$ cat config.mk
export PLATFORM = sky130hd
export DESIGN_NAME = cdc_fifo_reader
export DESIGN_NICKNAME = d
export VERILOG_FILES = /design/src/rtl/cdc_fifo_reader_pkg.sv /design/src/rtl/cdc_fifo_reader.sv
export SDC_FILE = /design/constraint.sdc
export NUM_CORES = 1
export LEC_CHECK = 0
export ABC_AREA = 1
export CORE_MARGIN = 4
export CORE_UTILIZATION = 32
export DETAILED_ROUTE_END_ITERATION = 8
export PLACE_DENSITY = 0.56
export SETUP_SLACK_MARGIN = 0.05
export SLEW_MARGIN = 25
export SYNTH_ARGS = -nofsm -noshare
export SYNTH_HDL_FRONTEND = slang
export SYNTH_SLANG_ARGS = --single-unit
$ cat constraint.sdc
create_clock -name clk -period 3.8 [get_ports clk]
set_clock_uncertainty 0.05 [all_clocks]
set_input_delay 0.57 -clock clk [delete_from_list [all_inputs] [get_ports clk]]
set_output_delay 0.57 -clock clk [all_outputs]
set_load 0.03 [all_outputs]
$ cat src/rtl/cdc_fifo_reader_pkg.sv
// Shared defaults for the cdc_fifo read-side consumer.
// Width-dependent types stay local to the module because they follow its parameters.
package cdc_fifo_reader_pkg;

  localparam int unsigned DEFAULT_DATA_WIDTH = 32;
  localparam int unsigned DEFAULT_DEPTH      = 4;

endpackage

$ cat src/rtl/cdc_fifo_reader.sv
// Read-side consumer for cdc_fifo: converts the pre-ack rd/rd_ack protocol into a
// valid/ready stream through a small register buffer with a zero-latency head.
module cdc_fifo_reader
  import cdc_fifo_reader_pkg::*;
#(
  parameter int unsigned data_width = DEFAULT_DATA_WIDTH,
  parameter int unsigned depth      = DEFAULT_DEPTH
) (
  input  logic                         clk,
  input  logic                         reset,
  input  logic [data_width-1:0]        fifo_rd_data,
  input  logic                         fifo_rd,
  output logic                         fifo_rd_ack,
  output logic [data_width-1:0]        m_data,
  output logic                         m_valid,
  input  logic                         m_ready,
  output logic [$clog2(depth+1)-1:0]   level
);

  localparam int unsigned CW = $clog2(depth + 1);
  localparam int unsigned PW = $clog2(depth);

  typedef logic [data_width-1:0] data_t;
  typedef logic [PW-1:0]         ptr_t;
  typedef logic [CW-1:0]         count_t;

  data_t  r_mem [depth];
  ptr_t   r_wr_ptr;
  ptr_t   r_rd_ptr;
  count_t r_count;
  logic   r_ack_q;

  logic        w_accept;
  logic        w_push;
  logic        w_pop;
  logic [CW:0] w_ack_sum;

  // Non-power-of-two depths need an explicit wrap.
  function automatic ptr_t ptr_inc(input ptr_t p);
    return (p == PW'(depth - 1)) ? '0 : p + PW'(1);
  endfunction

  // A presented word is ours only if we acked it on the previous edge.
  always_comb begin
    w_accept    = fifo_rd & r_ack_q;
    w_push      = w_accept;
    w_pop       = m_valid & m_ready;
    w_ack_sum   = {1'b0, r_count} + (CW+1)'(w_accept);
    fifo_rd_ack = ~reset & (w_ack_sum < (CW+1)'(depth));
  end

  always_comb begin
    m_valid = (r_count != '0);
    m_data  = r_mem[r_rd_ptr];
    level   = r_count;
  end

  always_ff @(posedge clk) begin
    if (reset) begin
      r_count  <= '0;
      r_wr_ptr <= '0;
      r_rd_ptr <= '0;
      r_ack_q  <= 1'b0;
    end else begin
      r_ack_q <= fifo_rd_ack;
      if (w_push) r_wr_ptr <= ptr_inc(r_wr_ptr);
      if (w_pop)  r_rd_ptr <= ptr_inc(r_rd_ptr);
      r_count <= r_count + CW'(w_push) - CW'(w_pop);
    end
  end

  // Storage is a plain register array so the head can be read combinationally.
  always_ff @(posedge clk) begin
    if (!reset && w_push) r_mem[r_wr_ptr] <= fifo_rd_data;
  end

  // The ack rule reserves a slot for every committed word.
  always_ff @(posedge clk) begin
    if (!reset) begin
      assert (!(w_push && (r_count == CW'(depth)) && !w_pop))
        else $error("cdc_fifo_reader overflow");
    end
  end

endmodule
==> flow_summary.ini <==
[sta]
tightestPinTransition_ns = 0.589
rsz0062_at_grt = false
setup_viol = 0
worst_slew_margin_rel_pct = 60.6
final-max-slew-violation-count = 0
setup_tns_ns = 0
layout_worst_path_cycle_share_pct = 81.0
min_tclk_post_route_ns = 3.08
achievable_freq_mhz = 325
hold_ws_ns = 0.459
hold_viol_final = 0
setup_ws_ns = 0.721

[setup_path]
critical_path.endpoint_type = primary output
critical_path.startpoint_type = flip-flop
critical_path_class = flip-flop to primary output
req_time_crit_path_ns = 3.18
worstPathArrival_ns = 2.46
cp_max_fo = 64
regToRegStartpoint = r_ack_q$_SDFF_PP0_

[grt]
grt_start_max_net_pins = 65
grt_antenna_before_repair = 0
globalRoute.totalOverflow = 0
grt_usage_pct = 12.6
number_of_global_route_vias_before_repair = 3272
grt_first_pass_wirelength_um = 17600

[synthesis]
synth-seq-area-share_pct = 76.2
syn_area_per_cell_um2 = 14.0
synth.cell_area_um2 = 5300
synth-edff-count = 128
synth_area_leader_cell = sky130_fd_sc_hd__edfxtp_1
yosys-top-cells-area = sky130_fd_sc_hd__edfxtp_1, sky130_fd_sc_hd__nor2_1, sky130_fd_sc_hd__dfxtp_1
yosysWarningCount = 0
yosys.cell_count.top_type = sky130_fd_sc_hd__edfxtp_1
post_synth_inst_count = 378
postSynth.asyncResetShare_pct = 0
synth_cell_types = 23
synth_top_area_share_pct = 72.5
netlist_top_cells_count = sky130_fd_sc_hd__edfxtp_1, sky130_fd_sc_hd__nor2_1, sky130_fd_sc_hd__o21ai_0
ys_ff_latch = 138
syn-num-nets = 422
ys.flop_type = sky130_fd_sc_hd__edfxtp_1

[power_and_ir_drop]
pwr-share-clk_pct = 31.3
share_seq_of_total_power_pct = 37.2
vdd_ir_drop_max_uv = 343
switching_share_pct = 32.4
power_per_cell_area_nw_per_um2 = 707
leakage_uw = 0.00227
p_comb_share_pct = 31.4
net_load_switching_power_uw = 1550
cellInternalPower_uw = 3240

[min_path]
min-delay-start = r_rd_ptr[1]$_SDFFE_PP0P_
worstHoldPathType = flip-flop to flip-flop

[die]
die_area_um2 = 18700
x_dimension_of_the_die_um = 137
core_area_um2 = 16100
design.portCount = 73
floorplan.rows = 46
chipHeight_um = 137
initial_core_util_pct = 33.0

[drt]
wirelength_um = 11100
drc = 0
dr.first_iter.drc_count = 188
antenna_left = 0
drtPass1Iterations = 5
vias = 3195
routed_wire_length_per_instance_um = 16.2
viasPerCell = 4.66

[clock_tree]
worstSkewPairLatency_ns = 0.41
clkSinkCount = 138
tritoncts.num_buffers = 17
clock_transition_at_path_regs_ns = 0.05
hold_buffers = 0
ctsLongestPathBuffers = 2
post-cts-setup-buffers = 0
h-tree-depth = 4
tritoncts = done
ctsRootBufferMaster = sky130_fd_sc_hd__clkbuf_16
cts-resized-gates = 0

[final_layout]
layout-area-overhead-vs-synth_pct = 27.9
antenna_cells_inserted = 0
finish.instance_area_um2 = 6780
finalNetCount = 502
layout-drive-gt1-share_pct = 8.51

[run_status]
result_of_the_run = completed

[placed_design]
detailed_place.area_um2 = 6240
dpl_worst_slack_ns = 0.888
place.port_buffers = 72
place_congestion = 0.748
dp_hpwl_um = 6810

[job]
max_cap_viol_count = 0
==> cells in the final DEF, fill, tap and decap left out <==
cell,count
sky130_fd_sc_hd__clkdlybuf4s50_1,72
sky130_fd_sc_hd__clkbuf_16,17
sky130_fd_sc_hd__fa_1,1
sky130_fd_sc_hd__buf_12,1
sky130_fd_sc_hd__ha_1,7
sky130_fd_sc_hd__dfxtp_1,9
sky130_fd_sc_hd__buf_4,7
sky130_fd_sc_hd__nand3_1,2
sky130_fd_sc_hd__dfxtp_2,1
sky130_fd_sc_hd__inv_2,1
sky130_fd_sc_hd__o21ai_1,28
sky130_fd_sc_hd__edfxtp_1,128
sky130_fd_sc_hd__clkinv_2,3
sky130_fd_sc_hd__nand4_1,1
sky130_fd_sc_hd__nor2_4,4
sky130_fd_sc_hd__bufinv_16,2
sky130_fd_sc_hd__nand2_2,1
sky130_fd_sc_hd__clkinvlp_4,2
sky130_fd_sc_hd__inv_8,1
sky130_fd_sc_hd__nand2_1,9
sky130_fd_sc_hd__clkinv_1,4
sky130_fd_sc_hd__nor2_1,78
sky130_fd_sc_hd__inv_1,12
sky130_fd_sc_hd__a21oi_1,3
sky130_fd_sc_hd__xnor2_1,1
sky130_fd_sc_hd__o21ai_0,38
sky130_fd_sc_hd__o22ai_1,32
sky130_fd_sc_hd__clkbuf_1,3
sky130_fd_sc_hd__xor2_1,1
sky130_fd_sc_hd__nand3b_1,1
==> final timing paths <==
| check | slack (ns) | depth (start not counted) | endpoint |
|---|---|---|---|
| setup / recovery | 0.72 | 5 | m_data[28] |
| hold / removal | 0.46 | 2 | r_rd_ptr[1]$_SDFFE_PP0P_ |
| setup reg to reg | 1.68 | 5 | r_mem[3][28]$_DFFE_PP_ |
| hold reg to reg | 0.46 | 2 | r_rd_ptr[1]$_SDFFE_PP0P_ |
==> worst max-delay path: stages, from the launching register on <==
cell and delay, ns:
sky130_fd_sc_hd__dfxtp_2 0.41, sky130_fd_sc_hd__buf_12 0.23, sky130_fd_sc_hd__inv_8 0.29, sky130_fd_sc_hd__nor2_1 0.08
sky130_fd_sc_hd__o22ai_1 0.27, sky130_fd_sc_hd__clkdlybuf4s50_1 0.74
==> per-layer routing <==
metal	share of wire, %	vias up	track usage (%)
li1	-	1556	-
met1	43	1555	15.3
met2	50	69	20.9
met3	5.2	15	4.12
met4	1.4	0	4.70
met5	0	-	0
==> final cells by class <==
type	instances	area [um2]
sequential	138	4050
clock inverter	11	105
fill	1455	9280
timing repair buffer	80	793
multi-input combinational	207	1070
clock buffer	20	437
tap	216	270
inverter	14	60.1
==> power by group through the flow <==
stage	Combinational [uW]	Clock, uW	Sequential [uW]
after global routing	1640	1620	1800
after CTS	1540	1540	1780
final	1510	1500	1790
after global placement	1530	0	1810
after detailed placement	1530	0	1820
after floorplan	967	0	1820
==> sequential cells by signal, indices dropped and copies added, names as in the netlist, named ones only <==
signal    flops
level         3
r_ack_q       1
r_mem       128
r_rd_ptr      2
r_wr_ptr      2
==> cells by family (layout without fill, tap and decap cells) <==
| family | count (synthesis) | count (layout) | share of synthesized area (%) |
|---|---|---|---|
| flip-flops | 138 | 138 | 76.2 |
| AO/OA/AOI/OAI | 101 | 101 | 10.3 |
| buffers and inverters | 33 | 125 | 4.10 |
| AND/OR/NAND/NOR | 96 | 96 | 7.01 |
| adder cells (fa/ha/maj) | 8 | 8 | 2.03 |
| XOR/XNOR | 2 | 2 | 0.330 |
==> stage by stage <==
step / power [uW] / utilization (%) / std cells
3_5_place_dp: 3350 / 38.9 / 655
2_1_floorplan: 2790 / - / 378
4_1_cts: 4870 / 42.2 / 686
5_1_grt: 5060 / 42.2 / 686
3_3_place_gp: 3340 / 38.9 / 655
6_report: 4800 / 42.2 / 686
(Power assumes the default switching activity.)
